[src/rtl/fb_row_fetcher.sv]
// fb_row_fetcher
//
// Read-side stage of the dual-port framebuffer RAM. On a row request it
// issues one read per framebuffer word of that row on RAM Port B, follows
// the fixed RAM read latency with a valid shift register and catches the
// returned words in a small first-word-fall-through FIFO. The panel shifter
// drains that FIFO through a valid/ready stream. A read is only issued when
// the FIFO is guaranteed to have room for it once it returns, so a stalled
// consumer never causes returned RAM data to be lost.
//
// Optional feature macro: FB_ROWFETCH_WRAP_EN
//   defined   : continuous scan; after a row's last word is accepted the
//               next row (ROWS-1 wraps to 0) is fetched without a new
//               RowStart, and RowBusy stays high.
//   undefined : one row per accepted RowStart, back to IDLE after each row.
//
// Ports
//   Clk            in   sole clock (also RAM Port B clock)
//   Reset          in   synchronous, active-high
//   RowStart       in   one-cycle request to fetch row RowIndex (IDLE only)
//   RowIndex       in   row to fetch, sampled with RowStart
//   RamAddr        out  RAM Port B address, registered, holds between reads
//   RamReadEnable  out  RAM Port B read issued this cycle, registered
//   RamDataIn      in   RAM Port B read data
//   WordData       out  FIFO head word (zero while FIFO is empty)
//   WordValid      out  WordData valid
//   WordReady      in   consumer accepts when WordValid & WordReady
//   RowBusy        out  high from accepted RowStart until after RowDone
//   RowDone        out  one-cycle pulse in the cycle the row's last word is
//                       accepted
//   DbgState       out  current FSM state (IDLE=0, FETCH=1, DRAIN=2)
//
// Stream handshake: a word transfers in every cycle where WordValid and
// WordReady are both high; WordValid never depends on WordReady, and
// WordData/WordValid stay stable until the transfer happens.

module fb_row_fetcher #(
   parameter int DATAWIDTH     = 256,
   parameter int ADDRWIDTH     = 16,
   parameter int LATENCY       = 2,
   parameter int WORDS_PER_ROW = 4,
   parameter int ROWS          = 8,
   parameter int FIFO_DEPTH    = 4
) (
   input  logic                                  Clk,
   input  logic                                  Reset,
   input  logic                                  RowStart,
   input  logic [$clog2(ROWS > 1 ? ROWS : 2)-1:0] RowIndex,
   output logic [ADDRWIDTH-1:0]                  RamAddr,
   output logic                                  RamReadEnable,
   input  logic [DATAWIDTH-1:0]                  RamDataIn,
   output logic [DATAWIDTH-1:0]                  WordData,
   output logic                                  WordValid,
   input  logic                                  WordReady,
   output logic                                  RowBusy,
   output logic                                  RowDone,
   output logic [1:0]                            DbgState
);

   localparam int ROW_W = $clog2(ROWS > 1 ? ROWS : 2);
   localparam int CNT_W = $clog2(WORDS_PER_ROW + 1);
   localparam int PTR_W = $clog2(FIFO_DEPTH);

   typedef enum logic [1:0] {
      IDLE  = 2'd0,
      FETCH = 2'd1,
      DRAIN = 2'd2
   } state_e;

   state_e               state_q, state_d;
   logic [ROW_W-1:0]     row_q, row_d;
   logic [CNT_W-1:0]     cnt_q, cnt_d;
   logic [ADDRWIDTH-1:0] addr_q, addr_d;
   logic                 ren_q, ren_d;
   logic [LATENCY-1:0]   pipe_q, pipe_d;

   logic [DATAWIDTH-1:0] mem_q [FIFO_DEPTH];
   logic [PTR_W-1:0]     wr_ptr_q, rd_ptr_q;
   logic [PTR_W:0]       fcnt_q;

   logic                 start, credit, issue, last, push, pop, row_end;
   logic [ROW_W-1:0]     cur_row;
   logic [CNT_W-1:0]     cur_cnt;
   logic [31:0]          inflight, addr_full;

   // Reads already committed but not yet in the FIFO: the one on the RAM
   // port this cycle plus every stage of the latency pipe (including the
   // stage that is being written into the FIFO at this edge).
   always_comb begin
      inflight = {31'd0, ren_q};
      for (int i = 0; i < LATENCY; i++) begin
         inflight = inflight + {31'd0, pipe_q[i]};
      end
   end

   assign credit = (32'(fcnt_q) + inflight) < 32'(FIFO_DEPTH);

   // The read for word 0 is registered in the same edge that accepts
   // RowStart, so the row and word number come straight from the request.
   assign start     = (state_q == IDLE) && RowStart;
   assign cur_row   = start ? RowIndex : row_q;
   assign cur_cnt   = start ? '0 : cnt_q;
   assign issue     = (start || (state_q == FETCH)) && credit;
   assign last      = (cur_cnt == CNT_W'(WORDS_PER_ROW - 1));
   assign addr_full = 32'(cur_row) * 32'(WORDS_PER_ROW) + 32'(cur_cnt);
   assign addr_d    = issue ? addr_full[ADDRWIDTH-1:0] : addr_q;
   assign ren_d     = issue;
   // Oldest stage drops off the top; the read on the port enters stage 0.
   assign pipe_d    = LATENCY'({pipe_q, ren_q});

   assign push      = pipe_q[LATENCY-1];
   assign WordValid = (fcnt_q != '0);
   assign pop       = WordValid && WordReady;
   assign WordData  = WordValid ? mem_q[rd_ptr_q] : '0;

   // In DRAIN every read has been issued, so the row is complete when the
   // only remaining word leaves the FIFO and nothing is still in flight.
   assign row_end   = (state_q == DRAIN) && pop && (fcnt_q == (PTR_W+1)'(1))
                      && (inflight == 32'd0);

   always_comb begin
      state_d = state_q;
      row_d   = row_q;
      cnt_d   = cnt_q;
      RowDone = 1'b0;
      unique case (state_q)
         IDLE: begin
            if (RowStart) begin
               row_d   = RowIndex;
               cnt_d   = issue ? CNT_W'(1) : '0;
               state_d = (issue && last) ? DRAIN : FETCH;
            end
         end
         FETCH: begin
            if (issue) begin
               cnt_d = cnt_q + CNT_W'(1);
               if (last) begin
                  state_d = DRAIN;
               end
            end
         end
         DRAIN: begin
            if (row_end) begin
               RowDone = 1'b1;
`ifdef FB_ROWFETCH_WRAP_EN
               row_d   = (row_q == ROW_W'(ROWS - 1)) ? '0 : row_q + ROW_W'(1);
               cnt_d   = '0;
               state_d = FETCH;
`else
               state_d = IDLE;
`endif
            end
         end
         default: state_d = IDLE;
      endcase
   end

   always_ff @(posedge Clk) begin
      if (Reset) begin
         state_q  <= IDLE;
         row_q    <= '0;
         cnt_q    <= '0;
         addr_q   <= '0;
         ren_q    <= 1'b0;
         pipe_q   <= '0;
         wr_ptr_q <= '0;
         rd_ptr_q <= '0;
         fcnt_q   <= '0;
      end else begin
         state_q  <= state_d;
         row_q    <= row_d;
         cnt_q    <= cnt_d;
         addr_q   <= addr_d;
         ren_q    <= ren_d;
         pipe_q   <= pipe_d;
         if (push) begin
            wr_ptr_q <= wr_ptr_q + PTR_W'(1);
         end
         if (pop) begin
            rd_ptr_q <= rd_ptr_q + PTR_W'(1);
         end
         fcnt_q <= fcnt_q + (PTR_W+1)'(push) - (PTR_W+1)'(pop);
      end
   end

   // FIFO storage needs no reset: entries are only visible while counted.
   always_ff @(posedge Clk) begin
      if (push) begin
         mem_q[wr_ptr_q] <= RamDataIn;
      end
   end

   assign RamAddr       = addr_q;
   assign RamReadEnable = ren_q;
   assign RowBusy       = (state_q != IDLE);
   assign DbgState      = state_q;

endmodule
[config.mk]
export PLATFORM = sky130hd
export DESIGN_NAME = fb_row_fetcher
export DESIGN_NICKNAME = d
export VERILOG_FILES = /design/src/rtl/fb_row_fetcher.sv
export SDC_FILE = /design/constraint.sdc
export NUM_CORES = 1
export LEC_CHECK = 0
export CORE_UTILIZATION = 60
export CTS_BUF_LIST = sky130_fd_sc_hd__clkbuf_4 sky130_fd_sc_hd__clkbuf_8
export DETAILED_ROUTE_END_ITERATION = 8
export DONT_BUFFER_PORTS = 1
export PLACE_DENSITY = 0.76
export RECOVER_POWER = 25
export SETUP_SLACK_MARGIN = 0.2
export SLEW_MARGIN = 10
export SYNTH_ARGS = -nofsm -noshare
export SYNTH_HDL_FRONTEND = slang
export SYNTH_SLANG_ARGS = --single-unit
[constraint.sdc]
create_clock -name Clk -period 14.39 [get_ports Clk]
set_clock_uncertainty 0.05 [all_clocks]
set_input_delay 2.878 -clock Clk [delete_from_list [all_inputs] [get_ports Clk]]
set_output_delay 2.878 -clock Clk [all_outputs]
set_load 0.05 [all_outputs]
==> results of run 1 <==
==> placed cells by master (no fill, tap or decap), types with 9 or more instances in the layout <==
cell      instances
clkbuf_8        168
and2_1          257
clkinv_2          9
conb_1           10
mux4_2          256
buf_4            19
clkbuf_4         60
ha_1             10
clkinv_1         39
dfxtp_1          24
nand2_1           9
edfxtp_1       1024
nor2_1           15
==> metal layers <==
| layer | part of all wire [%] | track usage, % |
|---|---|---|
| met1 | 38 | 29.2 |
| met2 | 50 | 35.6 |
| met3 | 10 | 9.10 |
| met4 | 2.6 | 8.64 |
| met5 | 0 | 0 |
==> stage by stage <==
| stage | hold WS, ns | power, W | cells | setup slack, ns | instance area (um^2) |
|---|---|---|---|---|---|
| 2_1_floorplan | 0.415 | 0.00601 | 1773 | 6.98 | 39800 |
| 3_3_place_gp | 0.427 | 0.00634 | 2558 | 8.03 | 40700 |
| 3_5_place_dp | 0.442 | 0.00636 | 2558 | 8.07 | 40700 |
| 4_1_cts | 0.451 | 0.00876 | 2848 | 7.30 | 43900 |
| 5_1_grt | 0.472 | 0.00897 | 2849 | 7.16 | 43900 |
| 6_report | 0.451 | 0.00868 | 2849 | 7.53 | 43900 |
==> kinds of logic after synthesis <==
group	after synthesis	share of synthesized area [%]
adders and majority gates	12	0.415
AOI/OAI and AO/OA	16	0.289
DFF	1050	78.6
and+or+nand+nor	311	4.76
xor gates and xnor gates	6	0.132
muxes	260	14.6
other	1	0.00942
buffers and inverters	108	1.23
==> final cells by class <==
class                   count  area [um^2]
repair buffers             22          203
flip-flops and latches   1050        31300
clock buffers             228         2760
inverters                   7         26.3
fillers                  4021        21900
clock inverters            62          420
diodes                      1         2.50
multi-input cells         615         8080
well taps                 864         1080
==> worst reg2reg max path: stages (launching register included) <==
cell	delay (ns)
dfxtp_1	0.53
and2_0	3.30
buf_4	1.14
buf_4	0.96
==> flip-flops by register name (all words and copies together), names as in the netlist, named ones only <==
register / flops
mem_q: 1024
RamAddr: 6
cnt_q: 3
fcnt_q: 3
row_q: 3
DbgState: 2
pipe_q: 2
rd_ptr_q: 2
wr_ptr_q: 2
RamReadEnable: 1
==> power breakdown <==
group	internal [W]	switching, W
Sequential	0.00341	0.0000642
Combinational	0.000664	0.00213
Clock	0.00131	0.00110
Total	0.00539	0.00329
==> worst paths after layout <==
| path | slack (ns) | depth (start not counted) | endpoint |
|---|---|---|---|
| worst max-delay path | 7.53 | 4 | WordData[105] |
| worst min-delay path | 0.45 | 1 | pipe_q[1] |
| worst max register to register | 7.93 | 3 | mem_q[1][68] |
| worst min register to register | 0.45 | 1 | pipe_q[1] |
==> metrics.md, run 1 <==
| Metric | Value |
|---|---|
| Reg2reg start | pipe_q[1] |
| Reg clk slew, reported paths | 0.06 ns |
| Avg Inst Size Synth | 22.6 um^2 |
| Ports | 541 |
| Final Cycle Share | 47.7% |
| Area leader, netlist | edfxtp_1 |
| CP cell instances | buf_4, buf_4, mux4_2, and2_1 |
| Total global-route track usage | 22.8% |
| Failing checks | max-capacitance violations, max-slew violations |
| HP Start | pipe_q[0] |
| Data required, critical path | 11.46 ns |
| Most frequent cell after synthesis | edfxtp_1 |
| Status | finished, violations left |
| WL/cell | 27.0 um |
| FF+latch count, synth | 1050 |
| CTS tree | done |
| Post-route ant nets | 0 |
| Floorplan core area | 65700 um^2 |
| Final setup viols | 0 |
| CP Capture Type | output port |
| Dpl hpwl | 45900 um |
| Initial antenna violation count | 1 |
| Sequential share of the synthesized area | 78.6% |
| Initial Util | 60.5% |
| DRT iter0 DRCs | 1593 |
| Yosys warnings | 0 |
| Clk sink count | 1050 |
| CP arrival | 3.93 ns |
| Final hold vios | 0 |
| Slew @ Worst Pin | 5.49 ns |
| Root Buffer | clkbuf_8 |
| Die height | 260 um |
| Max clock buf depth | 3 |
| Drt drc | 0 |
| Cell Rows | 94 |
| RSZ-0062 raised after global routing | no |
| Layout cells sized above 1 | 27.1% |
| Post-CTS Setup Bufs | 0 |
| Fmax achieved | 146 MHz |
| DR vias | 17300 |
| Area Growth Syn to Fin | 10.2% |
| Post-synth top area share | 77.3% |
| Worst setup SP type | register |
| Wire length of the first global-routing pass | 112000 um |
| Die Footprint | 67400 um^2 |
| Async S/R FF share, synth | 0% |
| Largest stage delay, worst path | 0.78 ns |
| Residual overflow from global routing | 0 |
| Worst slew margin | -266% |
| First drt pass iteration count | 5 |
| Number of nets in the layout | 2131 |
| H-tree depth | 4 |
| Post-route minimum period | 6.86 ns |
| MaxCap Viol Count | 4 |
| Dominant cells by area after synthesis | edfxtp_1, mux4_2, and2_1 |
| Post_cts resized | 0 |
| Hold Crit Class | register to register |
| EDFF count, synth | 1024 |
| Utilization after layout | 66.7% |
| Largest net degree at the start of global routing | 134 |
| Vias in the first global route | 17800 |
| Predominant post-synthesis flop cell | edfxtp_1 |
| Vias/cell | 6.06 |
| Post-CTS Hold Fix Bufs | 0 |
| Crit-path max FO | 45 |
| Crit path buf inv count | 2 |
| Post-synth cell types | 44 |
| Die width | 260 um |
| TritonCTS Buffers | 160 |
| Power Density | 198 nW/um^2 |
| Placer Congestion | 0.796 |
| CP max-delay cell | buf_4 |
| Max VDD drop | 0.229 mV |
| Gate Count Post-Synth | 1764 |
| WL final | 77000 um |
| Crit-path leading delay family | buffers and inverters |
| Mapped cell area | 39800 um^2 |
| Fin. max-slew vios | 210 |
| I/O Buffers | 0 |
| Setup tns final | 0 ns |
| Most Frequent Cell on Critical Path | buf_4 |
| Critical path type | register to output port |
| Worst-Skew Late Latency | 0.76 ns |
| Leak Pwr | 13.6 nW |
| Synth cell count leaders | edfxtp_1, and2_1, mux4_2 |
(Power assumes the default switching activity.)
==> run 2: changes to the inputs <==
Settings changed: CORE_UTILIZATION 60 to 59, PLACE_DENSITY 0.76 to 0.78.
Clock period 14.39 ns to 5.55 ns, I/O delays scaled along.
==> run 2 against run 1 <==
The flow now finishes without violations. Worst setup slack lost 6.3 ns. Cell count grew 0.18%. Combinational power grew to 2.6 times the previous value. Sequential share of layout area shrank 0.30 points. Design area grew 0.43%. Via count grew 0.49%. Routed wire length grew 1.2%. Global-route usage shrank 0.12 points. Flip-flop and latch count is the same. Critical path depth shrank 1. Sequential power grew to 2.6 times the previous value. Total power grew to 2.6 times the previous value. Largest power group unchanged.
==> metrics.md, run 2 (synthesis gave the netlist of run 1 again) <==
| Metric | Value |
|---|---|
| Reg clk slew, reported paths | 0.06 ns (about the same) |
| Crit-path max FO | 96 (+110%) |
| Die width | 262 um (+0.84%) |
| Residual overflow from global routing | 0 (unchanged) |
| Worst-Skew Late Latency | 0.78 ns (+0.02 ns) |
| Dpl hpwl | 47300 um (+3.1%) |
| Drt drc | 0 (unchanged) |
| Placer Congestion | 0.796 (about the same) |
| # fillers | 4023 (+0.050%) |
| Area Growth Syn to Fin | 10.7% |
| Post_cts resized | 0 (unchanged) |
| Worst slew margin | 27.7% (+290 points) |
| Layout cells sized above 1 | 27.3% (+0.22 points) |
| Total global-route track usage | 22.7% (-0.12 points) |
| Max reg flops | 1024 (unchanged) |
| Post-CTS Hold Fix Bufs | 0 (unchanged) |
| Utilization after layout | 66.5% (-0.19 points) |
| Floorplan core area | 66200 um^2 (+0.72%) |
| I/O Buffers | 0 (unchanged) |
| Initial antenna violation count | 2 (+1) |
| Post-CTS Setup Bufs | 0 (unchanged) |
| Fin. max-slew vios | 0 (-100%) |
| Root Buffer | clkbuf_8 |
| Slew @ Worst Pin | 1.08 ns (-4.41 ns) |
| Initial Util | 60.1% (-0.43 points) |
| Final Cycle Share | 78.3% |
| DR vias | 17400 (+0.49%) |
| WL/cell | 27.3 um (+1.0%) |
| CP Capture Type | output port |
| Critical path type | register to output port |
| Post-route ant nets | 0 (unchanged) |
| Power Density | 511 nW/um^2 (+160%) |
| WL final | 77900 um (+1.2%) |
| Most frequent cells in the layout | edfxtp_1, and2_1, mux4_2 |
| Final setup viols | 0 (unchanged) |
| Hold Crit Class | primary input to register |
| Fmax achieved | 230 MHz |
| Post-route minimum period | 4.34 ns |
| Met1 Wirelength | 26900 um (-7.4%) |
| MaxCap Viol Count | 0 (-4) |
| First drt pass iteration count | 6 (+1) |
| Number of nets in the layout | 2141 (+0.47%) |
| Worst setup SP type | register |
| Wire length of the first global-routing pass | 113000 um (+0.95%) |
| RSZ-0062 raised after global routing | no |
| FF-to-FF setup slack | 2.08 ns (-5.85 ns) |
| Top sig layer | met4 |
| Data required, critical path | 4.39 ns (-7.07 ns) |
| Clk sink count | 1050 (unchanged) |
| Max VDD drop | 0.318 mV (+39%) |
| Biggest register | mem_q |
| CP arrival | 3.18 ns (-0.75 ns) |
| H-tree depth | 4 (unchanged) |
| TritonCTS Buffers | 161 (+0.63%) |
| Vias in the first global route | 18300 (+2.3%) |
| Die height | 262 um (+0.84%) |
| Status | finished clean |
| Commonest non-fill, non-tap cell in the layout | edfxtp_1 |
| Met3 Wirelength | 9220 um (+20%) |
| Largest net degree at the start of global routing | 97 (-28%) |
| CTS tree | done |
| Met2 Wirelength | 39700 um (+3.8%) |
| Ports | 541 (unchanged) |
| Max clock buf depth | 3 (unchanged) |
| Cell Rows | 94 (unchanged) |
| Leak Pwr | 13.6 nW (+0.27%) |
| Vias/cell | 6.08 (+0.31%) |
| Die Footprint | 68500 um^2 (+1.7%) |
| Final hold vios | 0 (unchanged) |
| DRT iter0 DRCs | 1478 (-7.2%) |
| Setup tns final | 0 ns (unchanged) |
==> run 2: path summary, 6_finish.rpt <==
path	from	end	cells after the start
max	fcnt_q[1]	WordData[9]	3
min	Reset	row_q[1]	1
max reg2reg	fcnt_q[1]	fcnt_q[2]	11
min reg2reg	pipe_q[0]	pipe_q[1]	1
==> run 2: critical path, cell delays in order (launching register included) <==
cell,delay [ns]
dfxtp_1,0.46
or3_4,0.73
buf_12,0.43
and2_1,0.59
==> run 2: routing by layer <==
layer	up-vias	track usage, %
met1	9085	26.2
met3	134	11.3
met4	0	8.38
met2	748	36.7
li1	7384	-
met5	-	0
==> run 2: area by class of cell <==
class / instances / area [um^2] / area share, %
diodes: 4 / 10.0 / 0.0227
clock buffers: 217 / 2660 / 6.04
well taps: 864 / 1080 / 2.45
flip-flops and latches: 1050 / 31300 / 71.0
inverters: 7 / 26.3 / 0.0597
multi-input cells: 615 / 8090 / 18.4
clock inverters: 66 / 412 / 0.935
repair buffers: 31 / 483 / 1.10
==> run 2: through the flow <==
stage	total power (W)	hold WS, ns	std cells	instance area (um^2)	setup WS (ns)
floorplan	0.0156	0.415	1773	39800	1.09
global route	0.0233	0.265	2851	44000	1.01
detailed placement	0.0167	0.429	2567	41000	1.96
finish	0.0225	0.333	2854	44000	1.21
CTS	0.0227	0.243	2850	44000	1.06
global placement	0.0166	0.431	2567	41000	1.98
==> run 2: power breakdown <==
group | internal [W] | switching [W] | total (W)
clock network | 0.00322 | 0.00286 | 0.00608
logic | 0.00184 | 0.00554 | 0.00738
registers | 0.00885 | 0.000197 | 0.00904
==> run 3: changes to the inputs <==
Settings changed: CORE_UTILIZATION 59 to 60, PLACE_DENSITY 0.78 to 0.76.
Clock period 5.55 ns to 4.51 ns, I/O delays scaled along.
==> run 3 against run 2 <==
Combinational power grew 23%. Core utilization grew 0.41 points. Via count shrank 0.40%. First-iteration DRC count decreased by 18%.
==> metrics.md, run 3 (synthesis gave the netlist of run 1 again) <==
| Metric | Value |
|---|---|
| Crit-path max FO | 3 (-97%) |
| Fin. max-slew vios | 0 (unchanged) |
| Residual overflow from global routing | 0 (unchanged) |
| CTS tree | done |
| CP arrival | 3.08 ns (-0.10 ns) |
| Total global-route track usage | 22.8% (+0.070 points) |
| Switching Fraction | 38.2% (about the same) |
| CP Capture Type | output port |
| Hold Worst Slack | 0.145 ns (-0.188 ns) |
| MaxCap Viol Count | 0 (unchanged) |
| Slew @ Worst Pin | 0.938 ns (-0.146 ns) |
| Post-CTS Setup Bufs | 0 (unchanged) |
| TritonCTS Buffers | 162 (+0.62%) |
| Clk sink count | 1050 (unchanged) |
| DRT iter0 DRCs | 1218 (-18%) |
| Vias in the first global route | 18500 (+1.2%) |
| WL final | 76600 um (-1.7%) |
| Clock share of power | 26.7% (-0.3 points) |
| Worst setup SP type | register |
| Final hold vios | 0 (unchanged) |
| Die width | 260 um (-0.83%) |
| Reg clk slew, reported paths | 0.06 ns (about the same) |
| Commonest non-fill, non-tap cell in the layout | edfxtp_1 |
| Ant. Diodes | 0 (-4) |
| Power Internal | 0.0170 W (+22%) |
| Post-route ant nets | 0 (unchanged) |
| Vias/cell | 6.08 (about the same) |
| Switching pwr | 0.0105 W (+22%) |
| Post-CTS Hold Fix Bufs | 0 (unchanged) |
| Data required, critical path | 3.56 ns (-0.83 ns) |
| Ports | 541 (unchanged) |
| Most frequent cells in the layout | edfxtp_1, and2_1, mux4_2 |
| Root Buffer | clkbuf_8 |
| DR vias | 17300 (-0.40%) |
| Worst slew margin | 37.4% (+9.7 points) |
| Power Density | 625 nW/um^2 (+22%) |
| Final setup viols | 0 (unchanged) |
| Post-route minimum period | 4.04 ns |
| I/O Buffers | 0 (unchanged) |
| Max clock buf depth | 3 (unchanged) |
| # fillers | 3929 (-2.3%) |
| First drt pass iteration count | 6 (unchanged) |
| Final Cycle Share | 89.5% |
| Initial antenna violation count | 0 (-2) |
| Placer Congestion | 0.810 (+1.8%) |
| Setup tns final | 0 ns (unchanged) |
| RSZ-0062 raised after global routing | no |
| Seq pwr share | 40.2% (about the same) |
| Critical path type | register to output port |
| Number of nets in the layout | 2145 (+0.19%) |
| Area Growth Syn to Fin | 10.6% |
| Drt drc | 0 (unchanged) |
| Leak Pwr | 13.6 nW (about the same) |
| Worst-Skew Late Latency | 0.77 ns (about the same) |
| WL/cell | 26.9 um (-1.4%) |
| Largest net degree at the start of global routing | 110 (+13%) |
| Fmax achieved | 248 MHz |
| Die height | 260 um (-0.83%) |
| Hold Crit Class | primary input to register |
| Floorplan core area | 65700 um^2 (-0.71%) |
| H-tree depth | 4 (unchanged) |
| Share of power burned in combinational logic | 33.0% (+0.2 points) |
| Die Footprint | 67400 um^2 (-1.7%) |
| Cell Rows | 94 (unchanged) |
| Wire length of the first global-routing pass | 113000 um (about the same) |
| Dpl hpwl | 46300 um (-2.2%) |
| Biggest register | mem_q |
| Status | finished clean |
| Initial Util | 60.5% (+0.43 points) |
| Post_cts resized | 0 (unchanged) |
| Max VDD drop | 0.456 mV (+44%) |
| Layout cells sized above 1 | 27.8% (+0.49 points) |
| Max reg flops | 1024 (unchanged) |
-- run 3: cell count changes in the layout (fill, tap and decap cells not counted), sizes merged --
cell      delta
clkinv       -9
clkbuf       +5
buf          +3
clkinvlp     -3
bufinv       -2
diode        -4
-- run 3: final timing paths --
path	cells past startpoint	slack, ns	startpoint	to
worst max register to register	6	1.56	RamReadEnable	RamAddr[5]
worst min register to register	1	0.43	pipe_q[0]	pipe_q[1]
worst max-delay path	4	0.47	RamReadEnable	RowDone
worst min-delay path	1	0.14	Reset	cnt_q[1]
-- run 3: worst max-delay path, stage by stage, from the launching register on --
cell and delay (ns):
dfxtp_1 0.70, fa_1 0.53, or4b_2 0.63, nor4_2 0.19, buf_4 0.26
-- run 3: layout make-up --
type	instances	area [um^2]	area share, %
Sequential cell	1050	31300	71.1
Tap cell	864	1080	2.46
Multi-Input combinational cell	615	8090	18.4
Timing Repair Buffer	34	518	1.18
Clock inverter	52	303	0.688
Inverter	7	26.3	0.0597
Clock buffer	222	2700	6.13
-- run 3: power by group through the flow --
stage	clock network [W]	logic, W	registers (W)
floorplan	0	0.00798	0.0112
global placement	0	0.00918	0.0113
detailed placement	0	0.00919	0.0113
CTS	0.00750	0.00921	0.0111
global route	0.00787	0.00947	0.0111
finish	0.00734	0.00908	0.0111
-- run 3: through the flow --
step	util (%)	power (W)	setup WS, ns	cells	cell area, um^2
finish	66.9	0.0275	0.474	2844	44000
global route	66.9	0.0284	0.357	2844	44000
CTS	66.9	0.0278	0.393	2844	44000
detailed placement	62.4	0.0205	1.29	2570	41000
global placement	62.4	0.0204	1.26	2570	41000
floorplan	-	0.0192	0.258	1773	39800
-- run 3: per-layer routing --
| layer | part of all wire [%] | GRT usage [%] |
|---|---|---|
| met5 | 0 | 0 |
| met4 | 2.9 | 9.17 |
| met3 | 11 | 10.1 |
| met1 | 35 | 26.9 |
| met2 | 51 | 36.7 |
